===== src/rtl/clock_pkg.sv =====
// Shared definitions for the time-entry block: FSM states, field codes,
// range limits and the saturating clamp used when confirming a field.
package clock_pkg;

    typedef enum logic [2:0] {
        ST_IDLE   = 3'd0,
        ST_SET_H  = 3'd1,
        ST_SET_M  = 3'd2,
        ST_SET_S  = 3'd3,
        ST_COMMIT = 3'd4
    } state_e;

    localparam logic [1:0] FIELD_NONE    = 2'd0;
    localparam logic [1:0] FIELD_HOURS   = 2'd1;
    localparam logic [1:0] FIELD_MINUTES = 2'd2;
    localparam logic [1:0] FIELD_SECONDS = 2'd3;

    localparam logic [5:0] MAX_HOUR    = 6'd23;
    localparam logic [5:0] MAX_MIN_SEC = 6'd59;

    // Clamp on the full 6-bit switch value so that e.g. 63 becomes 23, not 31.
    function automatic logic [5:0] sat6(input logic [5:0] val, input logic [5:0] max_val);
        return (val > max_val) ? max_val : val;
    endfunction

endpackage


===== src/rtl/btn_debounce.sv =====
// Key conditioner: 2-flop synchronizer, consecutive-cycle debouncer and a
// single-cycle press pulse. Keys are active-low; released level is 1.
module btn_debounce #(
    parameter int unsigned DEBOUNCE_CYCLES = 500000
) (
    input  logic clk,
    input  logic rst,
    input  logic key_n,
    output logic press
);

    localparam int unsigned CW = $clog2(DEBOUNCE_CYCLES + 1);

    logic          sync1_q;
    logic          sync2_q;
    logic          level_q;
    logic          level_d;
    logic          press_q;
    logic          press_d;
    logic [CW-1:0] cnt_q;
    logic [CW-1:0] cnt_d;

    // Count consecutive mismatch cycles; any agreeing cycle restarts the count.
    always_comb begin
        level_d = level_q;
        cnt_d   = {CW{1'b0}};
        press_d = 1'b0;
        if (sync2_q != level_q) begin
            if (cnt_q == CW'(DEBOUNCE_CYCLES - 1)) begin
                level_d = sync2_q;
                cnt_d   = {CW{1'b0}};
                press_d = ~sync2_q;
            end else begin
                cnt_d   = cnt_q + CW'(1);
            end
        end else begin
            cnt_d = {CW{1'b0}};
        end
    end

    // Synchronizer and debounce state; reset returns everything to released.
    always_ff @(posedge clk) begin
        if (rst) begin
            sync1_q <= 1'b1;
            sync2_q <= 1'b1;
            level_q <= 1'b1;
            cnt_q   <= {CW{1'b0}};
            press_q <= 1'b0;
        end else begin
            sync1_q <= key_n;
            sync2_q <= sync1_q;
            level_q <= level_d;
            cnt_q   <= cnt_d;
            press_q <= press_d;
        end
    end

    assign press = press_q;

endmodule


===== src/rtl/time_entry.sv =====
// Time-of-day entry: walks hours/minutes/seconds from the switches, clamps
// each field, then offers the staged time on a valid/ready handshake.
module time_entry
    import clock_pkg::*;
#(
    parameter int unsigned DEBOUNCE_CYCLES = 500000,
    parameter int unsigned BLINK_HALF      = 12500000
) (
    input  logic       clk,
    input  logic       rst,
    input  logic       key_next_n,
    input  logic       key_cancel_n,
    input  logic [5:0] sw,
    input  logic       load_ready,
    output logic       load_valid,
    output logic [4:0] hours,
    output logic [5:0] minutes,
    output logic [5:0] seconds,
    output logic [1:0] field,
    output logic       blink
);

    localparam int unsigned BW = $clog2(BLINK_HALF + 1);

    logic          next_ev_s;
    logic          cancel_ev_s;
    logic [5:0]    hsat_s;
    logic [5:0]    msat_s;

    state_e        state_q;
    state_e        state_d;
    logic [4:0]    hours_q;
    logic [4:0]    hours_d;
    logic [5:0]    minutes_q;
    logic [5:0]    minutes_d;
    logic [5:0]    seconds_q;
    logic [5:0]    seconds_d;
    logic [1:0]    field_q;
    logic [1:0]    field_d;
    logic          load_valid_q;
    logic          load_valid_d;
    logic          blink_q;
    logic          blink_d;
    logic [BW-1:0] blink_cnt_q;
    logic [BW-1:0] blink_cnt_d;

    btn_debounce #(.DEBOUNCE_CYCLES(DEBOUNCE_CYCLES)) u_db_next (
        .clk   (clk),
        .rst   (rst),
        .key_n (key_next_n),
        .press (next_ev_s)
    );

    btn_debounce #(.DEBOUNCE_CYCLES(DEBOUNCE_CYCLES)) u_db_cancel (
        .clk   (clk),
        .rst   (rst),
        .key_n (key_cancel_n),
        .press (cancel_ev_s)
    );

    assign hsat_s = sat6(sw, MAX_HOUR);
    assign msat_s = sat6(sw, MAX_MIN_SEC);

    // Next-state and field latching; cancel beats next, keys are ignored in COMMIT.
    always_comb begin
        state_d   = state_q;
        hours_d   = hours_q;
        minutes_d = minutes_q;
        seconds_d = seconds_q;
        case (state_q)
            ST_IDLE: begin
                if (next_ev_s && !cancel_ev_s) begin
                    state_d = ST_SET_H;
                end else begin
                    state_d = state_q;
                end
            end
            ST_SET_H: begin
                if (cancel_ev_s) begin
                    state_d = ST_IDLE;
                end else if (next_ev_s) begin
                    hours_d = 5'(hsat_s);
                    state_d = ST_SET_M;
                end else begin
                    state_d = state_q;
                end
            end
            ST_SET_M: begin
                if (cancel_ev_s) begin
                    state_d = ST_IDLE;
                end else if (next_ev_s) begin
                    minutes_d = msat_s;
                    state_d   = ST_SET_S;
                end else begin
                    state_d = state_q;
                end
            end
            ST_SET_S: begin
                if (cancel_ev_s) begin
                    state_d = ST_IDLE;
                end else if (next_ev_s) begin
                    seconds_d = msat_s;
                    state_d   = ST_COMMIT;
                end else begin
                    state_d = state_q;
                end
            end
            ST_COMMIT: begin
                if (load_ready) begin
                    state_d = ST_IDLE;
                end else begin
                    state_d = state_q;
                end
            end
            default: begin
                state_d = ST_IDLE;
            end
        endcase
    end

    // Registered outputs derived from the next state, plus the blink divider.
    always_comb begin
        field_d      = FIELD_NONE;
        load_valid_d = (state_d == ST_COMMIT);
        blink_d      = 1'b0;
        blink_cnt_d  = {BW{1'b0}};
        case (state_d)
            ST_SET_H: field_d = FIELD_HOURS;
            ST_SET_M: field_d = FIELD_MINUTES;
            ST_SET_S: field_d = FIELD_SECONDS;
            default:  field_d = FIELD_NONE;
        endcase
        if (state_d != state_q) begin
            blink_d     = 1'b0;
            blink_cnt_d = {BW{1'b0}};
        end else if (field_d != FIELD_NONE) begin
            if (blink_cnt_q == BW'(BLINK_HALF - 1)) begin
                blink_cnt_d = {BW{1'b0}};
                blink_d     = ~blink_q;
            end else begin
                blink_cnt_d = blink_cnt_q + BW'(1);
                blink_d     = blink_q;
            end
        end else begin
            blink_d     = 1'b0;
            blink_cnt_d = {BW{1'b0}};
        end
    end

    // FSM state, staged time and all registered outputs.
    always_ff @(posedge clk) begin
        if (rst) begin
            state_q      <= ST_IDLE;
            hours_q      <= 5'd0;
            minutes_q    <= 6'd0;
            seconds_q    <= 6'd0;
            field_q      <= FIELD_NONE;
            load_valid_q <= 1'b0;
            blink_q      <= 1'b0;
            blink_cnt_q  <= {BW{1'b0}};
        end else begin
            state_q      <= state_d;
            hours_q      <= hours_d;
            minutes_q    <= minutes_d;
            seconds_q    <= seconds_d;
            field_q      <= field_d;
            load_valid_q <= load_valid_d;
            blink_q      <= blink_d;
            blink_cnt_q  <= blink_cnt_d;
        end
    end

    assign load_valid = load_valid_q;
    assign hours      = hours_q;
    assign minutes    = minutes_q;
    assign seconds    = seconds_q;
    assign field      = field_q;
    assign blink      = blink_q;

endmodule


===== config.mk =====
export PLATFORM = sky130hd
export DESIGN_NAME = time_entry
export DESIGN_NICKNAME = d
export VERILOG_FILES = /design/src/rtl/clock_pkg.sv /design/src/rtl/btn_debounce.sv /design/src/rtl/time_entry.sv
export SDC_FILE = /design/constraint.sdc
export NUM_CORES = 1
export LEC_CHECK = 0
export ABC_AREA = 1
export BUFFER_PORTS_ARGS = -buffer_cell sky130_fd_sc_hd__buf_2
export CAP_MARGIN = 20
export CORE_MARGIN = 2
export CORE_UTILIZATION = 50
export CTS_CLUSTER_DIAMETER = 200
export DETAILED_ROUTE_END_ITERATION = 8
export GPL_TIMING_DRIVEN = 0
export PLACE_DENSITY = 0.68
export SYNTH_ARGS = -nofsm -noshare
export SYNTH_HDL_FRONTEND = slang
export SYNTH_SLANG_ARGS = --single-unit

===== constraint.sdc =====
create_clock -name clk -period 4.7 [get_ports clk]
set_input_delay 0.705 -clock clk [delete_from_list [all_inputs] [get_ports clk]]
set_output_delay 0.705 -clock clk [all_outputs]
set_load 0.02 [all_outputs]

==> metrics.md <==
| Metric | Value |
|---|---|
| IO Port Bufs | `31` |
| PostCTS Resize Cnt | `0` |
| Busiest layer in global routing | `met2` |
| CP required | `between 4 and 5 ns` |
| CP Capture Type | `register` |
| Register area share after synthesis | `0.416` |
| Clk_lat worst skew | `around 0.36 ns` |
| Area occupied by multi-input gates | `2300 µm²` |
| Clock root buffer | `clkbuf_8` |
| Pwr dens | `283 nW/µm²` |
| Fin Setup TNS | `0 ns` |
| Core footprint | `8760 µm²` |
| Synthesized cell area | `between 4000 and 5000 µm²` |
| Met3 GRT Util | `0.0372` |
| Slew @ Worst Pin | `0.461 ns` |
| Gr usage total | `0.193` |
| Maxcap violations | `0` |
| DP HPWL | `6.86 mm` |
| CP Launch Type | `register` |
| TritonCTS clock tree | `built` |
| Crit path time final | `roughly 1.9 ns` |
| Status | `complete, no violations` |
| Ports | `32` |
| Placed cell count | `790` |
| Primary FF master, synth | `dfxtp_1` |
| Area growth, synth to finish | `11.5%` |
| Yosys top cell by area | `dfxtp_1` |
| Critical path class | `reg2reg` |
| Largest net degree at the start of global routing | `17` |
| DRT iter0 DRCs | `around 130` |
| Synth top area share | `0.416` |
| CP arrival | `2.20 ns` |
| Vias | `3,929` |
| Yosys reg bits | `94` |
| Crit path max fanout | `10` |
| Fin. Hold Viols | `0` |
| FP Rows | `34` |
| Vias per std cell | `4.87` |
| CP cell instances | `ha_1 -> inv_1 -> nor2_2 -> nand3_1 -> nand3_2 -> buf_4 -> nor2_1` |
| Setup bufs post-CTS | `0` |
| Tcrit/Tclk final | `0.411` |
| Total of fill cells in the finished design | `~850` |
| GR Util met2 | `0.316` |
| Nets@finish | `a little over 700` |
| Layout Utilization | `0.576` |
| Synth warn | `0` |
| # DRC | `0` |
| Die area | `approximately 9800 µm²` |
| Largest cells by area after synthesis | `dfxtp_1 42%, nand2_1 14%, nor2_1 9.5%` |
| Initial Utilization | `0.516` |
| Rel. slew slack | `0.693` |
| CTS hold repair buffers | `0` |
| CTS H-tree lvls | `3` |
| Die height | `99.1 µm` |
| Critical path's largest stage delay | `0.45 ns` |
| CP bufs+invs | `2` |
| Async SR Flop Fraction | `0` |
| Seq. cell area | `around 1900 µm²` |
| Worst r2r src | `u_db_next.cnt_q[0]$_SDFF_PP0_` |
| TritonCTS Buffers | `9` |
| Met1 Usage GRT | `0.249` |
| Post-route ant nets | `0` |
| Global-route wire length before repair | `approximately 16 mm` |
| Syn_area_per_cell | `6.95 µm²` |
| Setup Skew | `0.0138 ns` |
| Stages on the worst setup path | `7` |
| Routed WL per cell | `~11 µm` |
| Worst setup path endpoint | `u_db_next.cnt_q[10]$_SDFF_PP0_` |
| Pins over their slew limit | `0` |
| Gpl congestion | `0.892` |
| R2r setup slk | `roughly 2.8 ns` |
| HP Class | `reg2reg` |
| Share of cells above drive strength 1 | `0.142` |
| Setup violations, final | `0` |
| Initial antenna violation count | `0` |
| Yosys cell types | `31` |
| CTS clk-pin slew, worst paths | `0.09 ns` |
| R2R depth | `7` |
| Total congestion overflow | `0` |
| Worst hold slack | `0.413 ns` |
| Worst ir drop on vdd | `roughly 190 µV` |
| Vias in the first global route | `about 3.7k` |
| WHS Path Cells | `1` |
| Count of flip-flops with a built-in enable after synthesis | `0` |
| Syn_nets | `665` |
| Critical path's slowest cell | `dfxtp_1` |
| Critical path origin | `u_db_next.cnt_q[0]$_SDFF_PP0_` |
| Clock Sinks | `94` |
| Initial DRT Pass Iterations | `5` |
| Fmax | `0.517 GHz` |
| CTS Buffer Depth | `2` |
| Most common cell after layout, fill and taps aside | `nand2_1` |
| Non-Filler Instances | `806` |
| Die W | `99.1 µm` |
| DRT Wirelength | `approximately 8.9 mm` |
| RSZ-0062 raised after global routing | `false` |
| Most frequent cells in the layout | `169 x nand2_1, 115 x nor2_1, 94 x dfxtp_1` |
| Worst R2R End | `u_db_next.cnt_q[10]$_SDFF_PP0_` |
| Post-synthesis cell count | `between 600 and 700` |
| Leak | `0.00190 µW` |
| # diodes | `0` |
| Worst path top cell family by delay | `simple AND/OR/NAND/NOR gates` |
## synth_stat cells (3+ instances only)
cell and count:
nand2_1 169, nor2_1 115, dfxtp_1 94, inv_1 75, nand3_1 34, a21oi_1 28, nor2_2 25, xor2_1 24
o21ai_0 17, nand4_1 11, xnor2_1 10, or2_2 8, nand3b_1 5, nor3_1 4, ha_1 3, nand2_2 3
nand3_2 3, nor2_4 3
## state kept, by name, summed over array words and instances, names as in the netlist
register	count
u_db_next.level_q	1
seconds	6
u_db_cancel.press	1
load_valid	1
minutes	6
u_db_next.sync1_q	1
state_q	3
u_db_cancel.cnt_q	19
blink_cnt_q	24
field	2
u_db_cancel.sync2_q	1
u_db_next.cnt_q	19
blink	1
u_db_cancel.sync1_q	1
u_db_cancel.level_q	1
hours	5
u_db_next.sync2_q	1
u_db_next.press	1
## metal layers
layer | routed length (µm) | part of all wire
met1 | 4340 | 0.49
met2 | 3990 | 0.45
met3 | 423 | 0.047
met4 | 176 | 0.020
met5 | 0 | 0
## where the power goes
part / internal, µW / switching (µW)
Clock: 318 / 288
Combinational: 7.44 / 14.2
Sequential: 798 / 1.18
Total: 1120 / 303
## worst reg2reg max path: stages (launching register included)
cell and delay [ns]:
dfxtp_1 0.45, ha_1 0.31, inv_1 0.11, nor2_2 0.22, nand3_1 0.24, nand3_2 0.24, buf_4 0.21, nor2_1 0.07
## kinds of logic after synthesis
group                    synth area share
AND/OR/NAND/NOR                     0.376
flip-flops                          0.416
buffers and inverters              0.0749
AO/OA/AOI/OAI                      0.0589
XOR/XNOR                           0.0658
adder cells (fa/ha/maj)           0.00830
## how the worst min path moves through the flow
stage,startpoint,to,slack (ns)
2_1_floorplan,u_db_cancel.sync1_q$_SDFF_PP1_,u_db_cancel.sync2_q$_SDFF_PP1_,0.39
3_3_place_gp,u_db_cancel.sync1_q$_SDFF_PP1_,u_db_cancel.sync2_q$_SDFF_PP1_,0.39
3_5_place_dp,u_db_cancel.sync1_q$_SDFF_PP1_,u_db_cancel.sync2_q$_SDFF_PP1_,0.39
4_1_cts,u_db_cancel.sync1_q$_SDFF_PP1_,u_db_cancel.sync2_q$_SDFF_PP1_,0.41
5_1_grt,u_db_next.sync1_q$_SDFF_PP1_,u_db_next.sync2_q$_SDFF_PP1_,0.43
6_report,u_db_cancel.sync1_q$_SDFF_PP1_,u_db_cancel.sync2_q$_SDFF_PP1_,0.41
## stage by stage
stage	total power [µW]	setup WS (ns)	instance area (µm²)
after floorplan	829	3.21	4520
after global placement	839	2.87	4810
after detailed placement	839	2.80	4810
after CTS	1440	2.78	5040
after global routing	1480	2.65	5040
final	1430	2.77	5040
## layout make-up
class | count | area share
plain buffers | 7 | 0.00992
clock buffers | 10 | 0.0273
clock inverters | 6 | 0.0181
inverters | 77 | 0.0573
multi-input cells | 473 | 0.457
flip-flops and latches | 94 | 0.373
well taps | 108 | 0.0268
repair buffers | 31 | 0.0308
No activity file was read; power rests on OpenSTA's default activity.
